<file path="src/rtl/hazard_ctrl_pkg.sv">
// Shared types for the forwarding / hazard controller: trap codes, PC select,
// mcause layout and the trap-drain FSM state.
package hazard_ctrl_pkg;

    localparam int unsigned REG_ADDR_W = 5;

    typedef enum logic [4:0] {
        INSTR_ADDR_MISALIGNED = 5'h00,
        INSTR_ACCESS_FAULT    = 5'h01,
        ILLEGAL_INSTR         = 5'h02,
        BREAKPOINT            = 5'h03,
        LOAD_ADDR_MISALIGNED  = 5'h04,
        LOAD_ACCESS_FAULT     = 5'h05,
        ECALL_M               = 5'h0B,
        MRET                  = 5'h10,
        NO_TRAP               = 5'h1F
    } exc_t;

    typedef enum logic [1:0] {
        PC_JUMP = 2'd0,
        PC_EXC  = 2'd1,
        PC_MEPC = 2'd2
    } pc_sel_t;

    typedef struct packed {
        logic       irq;
        logic [3:0] trap_code;
    } mcause_t;

    typedef enum logic [1:0] {
        RUN      = 2'd0,
        DRAIN    = 2'd1,
        REDIRECT = 2'd2
    } hctrl_state_t;

    function automatic pc_sel_t trap_pc_sel(input exc_t trap);
        return (trap == MRET) ? PC_MEPC : PC_EXC;
    endfunction

endpackage

</file>
<file path="src/rtl/hazard_ctrl_fwd_prio_mux.sv">
// fwd_prio_mux: priority forwarding mux for one EX operand; the lowest-index
// (youngest) producer stage wins.
module fwd_prio_mux
    import hazard_ctrl_pkg::*;
#(
    parameter int unsigned NUM_FWD = 2,
    parameter int unsigned XLEN    = 32
) (
    input  logic [REG_ADDR_W-1:0]              src_addr_i,
    input  logic [NUM_FWD-1:0][REG_ADDR_W-1:0] rd_addr_i,
    input  logic [NUM_FWD-1:0]                 write_rd_i,
    input  logic [NUM_FWD-1:0][XLEN-1:0]       data_i,
    output logic [NUM_FWD-1:0]                 sel_o,
    output logic [XLEN-1:0]                    data_o
);

    // Walk from oldest to youngest so the youngest hit overwrites older ones.
    always_comb begin
        sel_o  = '0;
        data_o = '0;
        for (int i = int'(NUM_FWD) - 1; i >= 0; i--) begin
            if (write_rd_i[i] && (rd_addr_i[i] != '0) && (rd_addr_i[i] == src_addr_i)) begin
                sel_o    = '0;
                sel_o[i] = 1'b1;
                data_o   = data_i[i];
            end
        end
    end

endmodule

</file>
<file path="src/rtl/hazard_ctrl.sv">
// hazard_ctrl: operand forwarding, load scoreboard, stall/flush and trap-drain
// redirect. HAZARD_CTRL_PERF_EN adds stall/flush cycle counters.
module hazard_ctrl
    import hazard_ctrl_pkg::*;
#(
    parameter int unsigned NUM_FWD         = 2,
    parameter int unsigned XLEN            = 32,
    parameter int unsigned MAX_OUTSTANDING = 4
) (
    input  logic                               clk_i,
    input  logic                               rst_i,
    input  logic [REG_ADDR_W-1:0]              id_rs1_addr_i,
    input  logic [REG_ADDR_W-1:0]              id_rs2_addr_i,
    input  logic [REG_ADDR_W-1:0]              id_rd_addr_i,
    input  logic                               id_write_rd_i,
    input  logic [REG_ADDR_W-1:0]              id_ex_rs1_addr_i,
    input  logic [REG_ADDR_W-1:0]              id_ex_rs2_addr_i,
    input  logic [REG_ADDR_W-1:0]              id_ex_rd_addr_i,
    input  logic                               id_ex_load_i,
    input  logic [NUM_FWD-1:0][REG_ADDR_W-1:0] fwd_rd_addr_i,
    input  logic [NUM_FWD-1:0]                 fwd_write_rd_i,
    input  logic [NUM_FWD-1:0][XLEN-1:0]       fwd_data_i,
    output logic [NUM_FWD-1:0]                 fwd_rs1_sel_o,
    output logic [NUM_FWD-1:0]                 fwd_rs2_sel_o,
    output logic [XLEN-1:0]                    fwd_rs1_data_o,
    output logic [XLEN-1:0]                    fwd_rs2_data_o,
    input  logic                               lsu_issue_i,
    input  logic [REG_ADDR_W-1:0]              lsu_issue_rd_i,
    input  logic                               lsu_done_i,
    input  logic [REG_ADDR_W-1:0]              lsu_done_rd_i,
    input  logic                               ex_new_pc_en_i,
    input  exc_t                               mem_trap_i,
    input  logic                               instr_valid_i,
    input  logic                               id_is_csr_i,
    input  logic                               ex_is_csr_i,
    input  logic                               mem_is_csr_i,
    output logic                               new_pc_en_o,
    output pc_sel_t                            pc_sel_o,
    output logic                               csr_mret_o,
    output logic                               is_trap_o,
    output mcause_t                            csr_mcause_o,
    output logic                               if_id_stall_o,
    output logic                               if_id_flush_o,
    output logic                               id_ex_stall_o,
    output logic                               id_ex_flush_o,
    output logic                               ex_mem_stall_o,
    output logic                               ex_mem_flush_o,
    output logic                               lsu_full_o,
    output logic [31:0]                        stall_cycles_o,
    output logic [31:0]                        flush_cycles_o,
    output hctrl_state_t                       dbg_state_o
);

    localparam int unsigned CNT_W = $clog2(MAX_OUTSTANDING + 1);
    localparam logic [CNT_W-1:0] CNT_MAX = CNT_W'(MAX_OUTSTANDING);

    hctrl_state_t     state_q, state_d;
    exc_t             trap_q, trap_d;
    logic [31:0]      busy_q, busy_d;
    logic [CNT_W-1:0] outstanding_q, outstanding_d;
    logic             hazard_stall;

    fwd_prio_mux #(.NUM_FWD(NUM_FWD), .XLEN(XLEN)) u_fwd_rs1 (
        .src_addr_i (id_ex_rs1_addr_i),
        .rd_addr_i  (fwd_rd_addr_i),
        .write_rd_i (fwd_write_rd_i),
        .data_i     (fwd_data_i),
        .sel_o      (fwd_rs1_sel_o),
        .data_o     (fwd_rs1_data_o)
    );

    fwd_prio_mux #(.NUM_FWD(NUM_FWD), .XLEN(XLEN)) u_fwd_rs2 (
        .src_addr_i (id_ex_rs2_addr_i),
        .rd_addr_i  (fwd_rd_addr_i),
        .write_rd_i (fwd_write_rd_i),
        .data_i     (fwd_data_i),
        .sel_o      (fwd_rs2_sel_o),
        .data_o     (fwd_rs2_data_o)
    );

    assign lsu_full_o = (outstanding_q == CNT_MAX);

    // Issue is applied after done so a same-register issue/done leaves it busy.
    always_comb begin
        busy_d = busy_q;
        if (lsu_done_i)  busy_d[lsu_done_rd_i]  = 1'b0;
        if (lsu_issue_i) busy_d[lsu_issue_rd_i] = 1'b1;
        busy_d[0] = 1'b0;

        outstanding_d = outstanding_q;
        if (lsu_issue_i && !lsu_done_i && !lsu_full_o)
            outstanding_d = outstanding_q + 1'b1;
        else if (lsu_done_i && !lsu_issue_i && (outstanding_q != '0))
            outstanding_d = outstanding_q - 1'b1;
    end

    assign hazard_stall =
        (id_ex_load_i && (id_ex_rd_addr_i != '0) &&
         ((id_ex_rd_addr_i == id_rs1_addr_i) || (id_ex_rd_addr_i == id_rs2_addr_i))) ||
        busy_q[id_rs1_addr_i] || busy_q[id_rs2_addr_i] ||
        (id_write_rd_i && busy_q[id_rd_addr_i]) ||
        (lsu_full_o && id_ex_load_i);

    always_comb begin
        state_d                = state_q;
        trap_d                 = trap_q;
        new_pc_en_o            = 1'b0;
        pc_sel_o               = PC_JUMP;
        csr_mret_o             = 1'b0;
        is_trap_o              = 1'b0;
        if_id_stall_o          = 1'b0;
        if_id_flush_o          = 1'b0;
        id_ex_flush_o          = 1'b0;
        ex_mem_flush_o         = 1'b0;
        csr_mcause_o.irq       = 1'b0;
        csr_mcause_o.trap_code = mem_trap_i[3:0];
        case (state_q)
            RUN: begin
                if_id_stall_o = hazard_stall | ex_is_csr_i | mem_is_csr_i;
                if_id_flush_o = id_is_csr_i | ex_is_csr_i | mem_is_csr_i;
                if (mem_trap_i == NO_TRAP) begin
                    new_pc_en_o   = ex_new_pc_en_i;
                    id_ex_flush_o = ex_new_pc_en_i | !instr_valid_i | hazard_stall;
                end else begin
                    id_ex_flush_o  = 1'b1;
                    ex_mem_flush_o = 1'b1;
                    if (outstanding_q == '0) begin
                        new_pc_en_o = 1'b1;
                        pc_sel_o    = trap_pc_sel(mem_trap_i);
                        csr_mret_o  = (mem_trap_i == MRET);
                        is_trap_o   = (mem_trap_i != MRET);
                    end else begin
                        trap_d  = mem_trap_i;
                        state_d = DRAIN;
                    end
                end
            end
            DRAIN: begin
                if_id_stall_o  = 1'b1;
                id_ex_flush_o  = 1'b1;
                ex_mem_flush_o = 1'b1;
                if (outstanding_d == '0) state_d = REDIRECT;
            end
            REDIRECT: begin
                new_pc_en_o            = 1'b1;
                pc_sel_o               = trap_pc_sel(trap_q);
                csr_mret_o             = (trap_q == MRET);
                is_trap_o              = (trap_q != MRET);
                id_ex_flush_o          = 1'b1;
                ex_mem_flush_o         = 1'b1;
                csr_mcause_o.trap_code = trap_q[3:0];
                trap_d                 = NO_TRAP;
                state_d                = RUN;
            end
            default: state_d = RUN;
        endcase
    end

    assign id_ex_stall_o  = 1'b0;
    assign ex_mem_stall_o = 1'b0;
    assign dbg_state_o    = state_q;

    always_ff @(posedge clk_i) begin
        if (rst_i) begin
            state_q       <= RUN;
            trap_q        <= NO_TRAP;
            busy_q        <= '0;
            outstanding_q <= '0;
        end else begin
            state_q       <= state_d;
            trap_q        <= trap_d;
            busy_q        <= busy_d;
            outstanding_q <= outstanding_d;
        end
    end

    // The in-flight counter must never be asked to wrap or underflow.
    always_ff @(posedge clk_i) begin
        if (!rst_i) begin
            assert (!(lsu_issue_i && !lsu_done_i && lsu_full_o));
            assert (!(lsu_done_i && !lsu_issue_i && (outstanding_q == '0)));
        end
    end

`ifdef HAZARD_CTRL_PERF_EN
    logic [31:0] stall_cycles_q, flush_cycles_q;

    always_ff @(posedge clk_i) begin
        if (rst_i) begin
            stall_cycles_q <= '0;
            flush_cycles_q <= '0;
        end else begin
            if (if_id_stall_o) stall_cycles_q <= stall_cycles_q + 32'd1;
            if (id_ex_flush_o) flush_cycles_q <= flush_cycles_q + 32'd1;
        end
    end

    assign stall_cycles_o = stall_cycles_q;
    assign flush_cycles_o = flush_cycles_q;
`else
    assign stall_cycles_o = '0;
    assign flush_cycles_o = '0;
`endif

endmodule

</file>
<file path="config.mk">
export PLATFORM = sky130hd
export DESIGN_NAME = hazard_ctrl
export DESIGN_NICKNAME = d
export VERILOG_FILES = /design/src/rtl/hazard_ctrl_pkg.sv /design/src/rtl/hazard_ctrl_fwd_prio_mux.sv /design/src/rtl/hazard_ctrl.sv
export SDC_FILE = /design/constraint.sdc
export NUM_CORES = 1
export LEC_CHECK = 0
export CAP_MARGIN = 15
export CORE_ASPECT_RATIO = 1.4
export CORE_UTILIZATION = 30
export CTS_CLUSTER_SIZE = 12
export DETAILED_ROUTE_END_ITERATION = 8
export GPL_TIMING_DRIVEN = 1
export HOLD_SLACK_MARGIN = 0.1
export PLACE_DENSITY = 0.67
export SYNTH_ARGS = -nofsm -noshare
export SYNTH_HDL_FRONTEND = slang
export SYNTH_HIERARCHICAL = 1
export SYNTH_SLANG_ARGS = --single-unit
</file>
<file path="constraint.sdc">
create_clock -name clk_i -period 5.2 [get_ports clk_i]
set_input_delay 1.56 -clock clk_i [delete_from_list [all_inputs] [get_ports clk_i]]
set_output_delay 1.56 -clock clk_i [all_outputs]
set_load 0.01 [all_outputs]
</file>
### Word level (Yosys, flattened, before mapping)

Cells that the tools add are included.

| storage, ports and cells | value |
|---|---|
| latch bits | 0 |
| word-level logic and storage cells | 126 |
| ROM bits | 0 |
| RAM bits | 0 |
| register bits after elaboration | 42 |
| input port bits | 132 |
| memories | 0 |

| operators by class | value |
|---|---|
| order comparisons | 7 |
| reductions and logical operators | 36 |
| $add $sub $neg | 2 |
| mux-type cells | 50 |
| shifts and indexed selects | 0 |
| equal/unequal tests | 17 |
| multipliers | 0 |
| divide/modulo/power cells | 0 |
| bitwise logic cells | 9 |

Operator list:

| operator | count |
|---|---|
| two-way mux 32 bit | 6 |
| bitwise AND 32 bit | 1 |
| NOT 32 bit | 1 |
| bitwise OR 32 bit | 1 |
| == test 5 bit | 6 |
| less-than comparator 5 x 6 -> 1 bit, second input constant | 5 |
| two-way mux 2 bit | 11 |
| logical AND 1 bit | 16 |
| binary-select mux 1 bit (select 5 bit) | 3 |
| == test 5 bit, second input constant | 3 |
| nonzero test 5 bit | 3 |
| two-way mux 1 bit | 14 |
| case mux 1 bit (2 select lines) | 6 |
| demux 1 bit (select 5 bit) | 2 |
| greater-or-equal comparator 5 x 1 -> 1 bit, second input constant | 2 |
| two-way mux 5 bit | 2 |
| != test 5 bit, second input constant | 2 |
| case mux 5 bit (2 select lines) | 1 |
| case mux 2 bit (2 select lines) | 2 |
| zero test 3 bit | 2 |
| two-way mux 3 bit | 2 |
| != test 2 bit, second input constant | 3 |
| bitwise OR 1 bit | 6 |
| AND reduction 3 bit | 2 |
| other kinds (12) | 19 |

### Longest topological paths before layout

Gate-level depths: netlist (run 1).

| depth | value |
|---|---|
| word-level depth | 10 |
| mapped depth | 8 |

### Cells and area by module

The synthesis (run 1) kept the hierarchy.

By module, submodules not included:

| module | area each (um2) | cells each | times used |
|---|---|---|---|
| hazard_ctrl | 3575.9 | 429 | 1 |
| fwd_prio_mux | 824.5 | 103 | 2 |

### Worst setup path before layout (run 1)

OpenSTA, ideal clock, no wires.

| path | value |
|---|---|
| path kind | input -> output |
| start | in id_rd_addr_i[0] |
| end | out id_ex_flush_o |
| slack | 0.603 ns |
| stages on the path | 6 |
| arrival time | 3.037 ns |
| required time | 3.640 ns |
| path buffers | 1 |
| path through | buf_4 mux4_2 mux4_2 nand2b_1 o211ai_2 a31oi_1 |

| between the ends | value |
|---|---|
| word-level cells in the longest chain between the ends | 8 |

RTL lines:

| item | RTL line | text |
|---|---|---|
| start: declaration | hazard_ctrl.sv:14 | `input logic [REG_ADDR_W-1:0] id_rd_addr_i,` |
| binary-select mux 1 bit (select 5 bit) | hazard_ctrl.sv:101 | `(id_write_rd_i && busy_q[id_rd_addr_i]) \|\|` |
| two-way mux 1 bit (implied by the code) | hazard_ctrl.sv:101 |  |
| logical AND 1 bit | hazard_ctrl.sv:101 |  |
| logical OR 1 bit | hazard_ctrl.sv:100 | `busy_q[id_rs1_addr_i] \|\| busy_q[id_rs2_addr_i] \|\|` |
| logical OR 1 bit | hazard_ctrl.sv:101 |  |
| bitwise OR 1 bit | hazard_ctrl.sv:123 | `id_ex_flush_o = ex_new_pc_en_i \| !instr_valid_i \| hazard_stall;` |
| two-way mux 1 bit | hazard_ctrl.sv:121 | `if (mem_trap_i == NO_TRAP) begin` |
| case mux 1 bit (2 select lines) | hazard_ctrl.sv:117 | `case (state_q)` |
| end: declaration | hazard_ctrl.sv:45 | `output logic id_ex_flush_o,` |

No other way between the ends. The select of a mux whose other input is x is not followed.

### Worst setup path in the final report (run 1)

| path | value |
|---|---|
| start | in id_ex_rs1_addr_i[3] |
| end | out fwd_rs1_sel_o[0] |

| between the ends | value |
|---|---|
| word-level cells in the longest chain between the ends | 3 |

RTL lines:

| item | RTL line | text |
|---|---|---|
| start: declaration | hazard_ctrl.sv:16 | `input logic [REG_ADDR_W-1:0] id_ex_rs1_addr_i,` |
| == test 5 bit | hazard_ctrl_fwd_prio_mux.sv:22 | `if (write_rd_i[i] && (rd_addr_i[i] != '0) && (rd_addr_i[i] == src_addr_i)) begin` |
| logical AND 1 bit | hazard_ctrl_fwd_prio_mux.sv:22 |  |
| two-way mux 2 bit | hazard_ctrl_fwd_prio_mux.sv:22 |  |
| end: declaration | hazard_ctrl.sv:23 | `output logic [NUM_FWD-1:0] fwd_rs1_sel_o,` |

No other way between the ends.

==> results of run 1 <==
[cell usage in the layout, fill, tap and decap left out, types with 3 or more instances in the layout]
| cell type | Yosys | final |
|---|---|---|
| nor2_1 | 17 | 16 |
| dlygate4sd2_1 | 0 | 82 |
| nor4b_1 | 64 | 63 |
| nand2b_1 | 5 | 3 |
| or3_4 | 0 | 3 |
| buf_6 | 10 | 5 |
| bufbuf_16 | 0 | 4 |
| conb_1 | 1 | 67 |
| inv_1 | 10 | 10 |
| or2_2 | 3 | 3 |
| a22oi_1 | 3 | 3 |
| and2_1 | 8 | 7 |
| dfxtp_1 | 41 | 41 |
| buf_12 | 0 | 9 |
| mux2_2 | 4 | 4 |
| nor2b_1 | 5 | 5 |
| a21oi_1 | 40 | 40 |
| nor4_1 | 4 | 3 |
| clkdlybuf4s50_1 | 0 | 128 |
| nor3_1 | 5 | 5 |
| nand3_1 | 12 | 10 |
| mux2i_1 | 23 | 22 |
| xor2_1 | 5 | 5 |
| o21ai_0 | 40 | 40 |
| xnor2_1 | 24 | 24 |
| nand2_1 | 55 | 55 |
| a31o_1 | 64 | 64 |
| nand4b_1 | 4 | 4 |
| nor3b_1 | 4 | 4 |
| and3_1 | 4 | 4 |
| buf_4 | 72 | 48 |
| mux4_2 | 11 | 13 |
| ha_1 | 7 | 7 |
| nand4_1 | 3 | 3 |
| nand3b_1 | 7 | 7 |
| clkbuf_16 | 0 | 5 |
[how the worst min path moves through the flow]
stage / start / to / slack (ps) / cells after the start
final: trap_q[4]$_SDFFE_PP1P_ / trap_q[4]$_SDFFE_PP1P_ / 500 / 2
after global routing: trap_q[4]$_SDFFE_PP1P_ / trap_q[4]$_SDFFE_PP1P_ / 540 / 2
after CTS: trap_q[4]$_SDFFE_PP1P_ / trap_q[4]$_SDFFE_PP1P_ / 510 / 2
after detailed placement: trap_q[4]$_SDFFE_PP1P_ / trap_q[4]$_SDFFE_PP1P_ / 490 / 2
after floorplan: trap_q[4]$_SDFFE_PP1P_ / trap_q[4]$_SDFFE_PP1P_ / 440 / 2
after global placement: trap_q[4]$_SDFFE_PP1P_ / trap_q[4]$_SDFFE_PP1P_ / 470 / 2
[per-stage QoR]
step           power, W  std cells  TNS [ps]  hold WS, ps  util, %
2_1_floorplan  0.000835        701         0          444        -
3_3_place_gp    0.00116       1083    -19500          471     45.2
3_5_place_dp    0.00117       1083    -20610          494     45.2
4_1_cts         0.00153       1104         0          509     47.2
5_1_grt         0.00161       1104         0          542     47.4
6_report        0.00153       1104         0          500     47.4
[report_power, final]
group | total (W) | internal [W] | switching [W]
Combinational | 0.000792 | 0.000404 | 0.000388
Sequential | 0.000372 | 0.000345 | 0.0000271
Clock | 0.000362 | 0.000240 | 0.000122
[timing repair]
item,in CTS,in global routing
pin swaps,13,5
cloned,4,0
setup endpoints to repair,70,39
resized for setup,112,8
setup buffers,9,2
[worst register-to-register path, stage by stage, from the launching register on]
cell	delay, ps
dfxtp_1	340
inv_1	90
ha_1	280
nor4bb_1	280
o21ai_0	100
and3_1	200
o31a_1	260
nor2_1	140
o221a_2	200
[logic make-up after synthesis]
family | after synthesis | share of synthesized area [%]
and+or+nand+nor | 211 | 25.6
AOI/OAI and AO/OA | 173 | 23.3
buffers and inverters | 130 | 16.2
muxes | 43 | 12.5
DFF | 41 | 15.7
xor gates and xnor gates | 29 | 4.86
adders and majority gates | 7 | 1.68
other | 1 | 0.0718
[sequential cells by signal (all words and copies together) (netlist names)]
| signal | count |
|---|---|
| outstanding_q | 3 |
| dbg_state_o | 2 |
| trap_q | 5 |
| busy_q | 31 |
[per-layer routing]
| layer | up-vias | GRT usage (%) |
|---|---|---|
| li1 | 2741 | - |
| met2 | 310 | 41.1 |
| met3 | 37 | 4.36 |
| met4 | 0 | 9.40 |
| met5 | - | 0 |
| met1 | 2781 | 26.9 |
[final cells by class]
class                      count  area (sq um)
clock buffer                   7           143
clock inverter                 1          30.0
fill                        1690          8880
inverter                      12          45.0
multi-input combinational    530          3900
sequential                    41           821
tap                          232           290
timing repair buffer         281          2770
==> impl_results.md, run 1 <==
* Drt drc at 0
* Die ar. at 0.0180 sq mm
* Overall routed net length at 21,500 um
* Max layer used: met4
* CTS H-tree depth at 2
* Post-Syn Area at roughly 0.0052 sq mm
* Largest net degree at the start of global routing at 33
* CP delay by family, top: buffers and inverters
* Clk slew on worst S/H paths at 50 ps
* PortBufs at about 220
* Slew Limit Fails at 0
* Post-placement cell area at roughly 0.0076 sq mm
* Vias post-DR at roughly 6k
* Min Tclk post-route at 5160 ps
* Max_slew headroom at around 22%
* Antenna Cells at 0
* Power Density at roughly 190 mW/mm^2
* Antenna violations before repair at 1
* Unique masters post-synth at around 60
* CP max stage delay at between 500 and 600 ps
* Leading post-synthesis cells by cell area: dfxtp_1 16%, a31o_1 11%, nor4b_1 11%
* Part of the Yosys area used for sequential elements at between 10% and 20%
* Final period util at between 90% and 100%
* CORE AREA at about 0.017 sq mm
* DIE HEIGHT at about 160 um
* Post-synth top area cell: dfxtp_1
* Status: finished clean
* Fin nets at 1,010
* Crit-path slowest cell: clkdlybuf4s50_1
* RSZ-0062 raised after global routing: false
* CP Cell Sequence: clkdlybuf4s50_1 -> xnor2_1 -> nand3_1 -> or3_4 -> bufbuf_16 -> inv_2 -> clkdlybuf4s50_1
* Crit start category: input pin
* Met2 WL at roughly 11,000 um
* Area growth from synthesis to layout at 53.2%
* Setup crit start: id_ex_rs1_addr_i[3]
* Top-area cell type share of the netlist area at 15.7%
* Fin Clk Skew at 0.899 ps
* CTS Hold Bufs at 0
* Synth cell count leaders: 72 x buf_4, 64 x a31o_1, 64 x nor4b_1, 55 x nand2_1, 41 x dfxtp_1
* Share of post-route cells with drive strength above 1 at 14.3%
* Setup CP Type: input pin to output port
* Highest Clock Rate at a little under 0.2 GHz
* First-pass GRT wire length at roughly 32,000 um
* Setup crit end: fwd_rs1_sel_o[0]
* Root buffer cell: clkbuf_16
* R2R Path Start: outstanding_q[0]$_SDFF_PP0_
* Seq cells post-synth at 41
* Asr flop ratio synth at 0%
* M1 wire length at 8280 um
* Final Hold Violating Endpoints at 0
* Arrival time at the worst endpoint at 3600 ps
* R2R setup slack at around 3300 ps
* Top Ports at roughly 280
* Worst Path Buf+Inv at 4
* WP data required at around 3600 ps
* Chip width at 114 um
* DP Worst Slack at -688 ps
* Drt wl/cell at between 15 and 20 um
* Grt total ovfl at 0
* # clock sinks at 41
* Rows at 56
* Ys flop type: dfxtp_1
* Total of max-cap violations at 0
* Clock insertion delay at the later pin of the skew report at between 200 and 300 ps
* CTS tree: done
* Finished layout cell area at 0.00800 sq mm
* CTS max path bufs at 2
* Post-route ant nets at 0
* Worst Max-Slew Pin Slew at 1160 ps
* Crit-path most repeated cell: clkdlybuf4s50_1
* Depth of the most critical reg-to-reg path at 8
* Static leakage at 3.30 nW
* Critical path peak fanout at 17
* Met3 wire len at about 1800 um
* Final Wtd Congestion at 0.980
* FF-to-FF End: dbg_state_o[1]$_SDFFE_PP0P_
* CP Capture Type: output port
* Instance count of the mapped netlist at between 600 and 700
* YS warnings at 6
* Via density at ~5.3
* Setup Viol. Count Final at 0
* Count leader, synth: buf_4
* EDFF count, synth at 0
* Avg Inst Size Synth at between 8 and 9 sq um
* Final WS setup at just over 40 ps
* Vias in the first global route at about 5.7k
* Peak supply drop at around 0.00022 V
* Initial Utilization at between 30% and 40%
* Stages on worst setup path at 7
* DP HPWL at roughly 16,000 um
* Initial detailed-routing violation count at around 520
* Hold WC Path Type: flop to flop
* Drt pass-1 iters at 5
* Cts bufs inserted at 5
* GRT Resource Usage Total at a little under a quarter
Power figures use the tool's default switching activity.
==> inputs of run 2 (changes only) <==
--- a/config.mk
+++ b/config.mk
@@ -7,11 +7,13 @@
 export LEC_CHECK = 0
 export CAP_MARGIN = 15
 export CORE_ASPECT_RATIO = 1.4
+export CORE_MARGIN = 1
 export CORE_UTILIZATION = 30
 export CTS_CLUSTER_SIZE = 12
 export DETAILED_ROUTE_END_ITERATION = 8
 export GPL_TIMING_DRIVEN = 1
 export HOLD_SLACK_MARGIN = 0.1
+export MAX_ROUTING_LAYER = met4
 export PLACE_DENSITY = 0.67
 export SYNTH_ARGS = -nofsm -noshare
 export SYNTH_HDL_FRONTEND = slang
==> impl_results.md, run 2 (synthesis results as in run 1) <==
* Top Registers: busy_q (31), trap_q (5), outstanding_q (3)
* Chip width at 114 um (unchanged)
* Vias post-DR at 5,914 (+0.77%)
* CP delay by family, top: buffers and inverters
* Share of post-route cells with drive strength above 1 at 14.6% (+0.31 points)
* Finished layout cell area at 0.00796 sq mm (-0.52%)
* R2R Path Start: outstanding_q[0]$_SDFF_PP0_
* Via density at 5.34 (+0.49%)
* Fillers at 1,714 (+1.4%)
* Worst Hold Launch: trap_q[4]$_SDFFE_PP1P_
* Status: finished clean
* Vias in the first global route at 5,500 (-2.9%)
* First-pass GRT wire length at 31,000 um (-2.7%)
* Worst Max-Slew Pin Slew at 1030 ps (-129 ps)
* Biggest register: busy_q
* Max_slew headroom at 31.0% (+8.6 points)
* Min Tclk post-route at 5150 ps (-12.8 ps)
* Largest net degree at the start of global routing at 33 (unchanged)
* Die ar. at 0.0180 sq mm (unchanged)
* Rows at 56 (unchanged)
* Final core occ at 47.2% (-0.24 points)
* CP max stage delay at 490 ps (-30 ps)
* Max FFs per register at 31 (unchanged)
* Drt pass-1 iters at 5 (unchanged)
* Cts bufs inserted at 5 (unchanged)
* Worst hold path stage count at 2 (unchanged)
* Fin Clk Skew at 3.29 ps (+2.40 ps)
* Commonest cells after routing, fill and taps aside: 127 x clkdlybuf4s50_1, 84 x dlygate4sd2_1, 67 x conb_1
* Initial detailed-routing violation count at 568 (+8.4%)
* Final Wtd Congestion at 0.967 (-1.4%)
* Clock insertion delay at the later pin of the skew report at 280 ps (about the same)
* CP Cell Sequence: dlygate4sd2_1 -> buf_6 -> buf_4 -> mux2i_1 -> mux4_2 -> or3_1 -> nand3_2 -> a2111oi_4 -> buf_4 -> a31oi_1 -> buf_2
* Crit start category: input pin
* WHS at 489 ps (-11.1 ps)
* Initial Utilization at 30.9% (unchanged)
* Crit-path most repeated cell: buf_4
* CTS tree: done
* Drt wl/cell at 18.9 um (-3.2%)
* Setup CP Type: input pin to output port
* Top Ports at 283 (unchanged)
* Grt total ovfl at 0 (unchanged)
* Highest Clock Rate at 0.194 GHz (+0.25%)
* R2R setup slack at 3280 ps (about the same)
* Antenna violations before repair at 1 (unchanged)
* Drt drc at 0 (unchanged)
* CP Capture Type: output port
* Total of max-cap violations at 0 (unchanged)
* Crit-path slowest cell: mux4_2
* Clk slew on worst S/H paths at 50 ps (about the same)
* Fin nets at 1,012 (+0.20%)
* WP data required at 3640 ps (about the same)
* # clock sinks at 41 (unchanged)
* Final Hold Violating Endpoints at 0 (unchanged)
* Peak supply drop at 0.000207 V (-5.8%)
* Root buffer cell: clkbuf_16
* Slew Limit Fails at 0 (unchanged)
* Worst Path Buf+Inv at 5 (+1)
* Most common cell after layout, fill and taps aside: clkdlybuf4s50_1
* Area growth from synthesis to layout at 52.4%
* FF-to-FF End: dbg_state_o[1]$_SDFFE_PP0P_
* Power Density at 186 mW/mm^2 (-2.3%)
* CTS max path bufs at 2 (unchanged)
* Multi-input logic area at 0.00389 sq mm (-0.35%)
* Overall routed net length at 20,900 um (-3.0%)
* PortBufs at 215 (unchanged)
* Hold WC Path Type: flop to flop
* Critical path peak fanout at 4 (-13)
* Static leakage at 3.26 nW (-1.2%)
* Sequential cell area at 821 sq um (unchanged)
* GRT Resource Usage Total at 22.8% (-0.24 points)
* Arrival time at the worst endpoint at 3590 ps (about the same)
* RSZ-0062 raised after global routing: true
* Min-Delay Endpoint: trap_q[4]$_SDFFE_PP1P_
* DP HPWL at 15,900 um (-1.5%)
* CORE AREA at 0.0169 sq mm (unchanged)
* Depth of the most critical reg-to-reg path at 8 (unchanged)
* Final period util at 99.0% (-0.25 points)
* Post-placement cell area at 0.00765 sq mm (+0.36%)
* Setup Viol. Count Final at 0 (unchanged)
* DIE HEIGHT at 158 um (unchanged)
* CTS H-tree depth at 2 (unchanged)
* Post-route ant nets at 0 (unchanged)
[run 2: worst max path at each step]
| stage | from | end | slack, ps | cells past startpoint |
|---|---|---|---|---|
| floorplan | id_rd_addr_i[0] | id_ex_flush_o | 600 | 6 |
| global placement | id_rs1_addr_i[1] | if_id_stall_o | -670 | 8 |
| detailed placement | id_rs1_addr_i[1] | id_ex_flush_o | -670 | 8 |
| CTS | id_rs2_addr_i[2] | if_id_stall_o | 30 | 11 |
| global route | id_rs2_addr_i[2] | id_ex_flush_o | -30 | 11 |
| finish | id_rs2_addr_i[2] | if_id_stall_o | 50 | 11 |
[run 2: through the flow]
| stage | total power [W] | setup WS, ps | cells | TNS, ps |
|---|---|---|---|---|
| floorplan | 0.000835 | 603 | 701 | 0 |
| global placement | 0.00116 | -674 | 1085 | -19030 |
| detailed placement | 0.00117 | -667 | 1085 | -19180 |
| CTS | 0.00148 | 31.1 | 1106 | 0 |
| global route | 0.00157 | -31.8 | 1107 | -31.8 |
| finish | 0.00148 | 53.5 | 1107 | 0 |
[run 2: layer usage]
metal / vias to the layer above / GRT usage (%) / part of all wire [%]
met5: - / - / 0
met4: 0 / 9.46 / 3.6
met3: 40 / 3.18 / 9.1
li1: 2748 / - / -
met1: 2799 / 26.7 / 38
met2: 327 / 39.1 / 49
[run 2: power by group]
group / leakage, nW / switching (W) / internal, W / total [W]
registers: 0.333 / 0.0000268 / 0.000345 / 0.000372
logic: 2.85 / 0.000385 / 0.000404 / 0.000790
clock network: 0.0799 / 0.000119 / 0.000203 / 0.000322
[run 2: cell type report]
cell class	instances	share of cell area, %
Multi-Input combinational cell	530	48.8
Inverter	12	0.566
Timing Repair Buffer	283	34.6
Clock buffer	7	1.92
Clock inverter	1	0.0629
Sequential cell	41	10.3
Antenna cell	1	0.0314
Tap cell	232	3.65
[run 2: tightest hold or removal path: stages (launching register included)]
cell	delay, ps
dfxtp_1	320
mux2i_1	80
nand2_1	60
[run 2: repair_timing]
item	4_1_cts	5_1_grt
endpoints found under the setup margin	70	10
buffers inserted	10	0
resized for setup	114	3
hold buffers	0	0
cloned	3	0
pin swaps	7	1
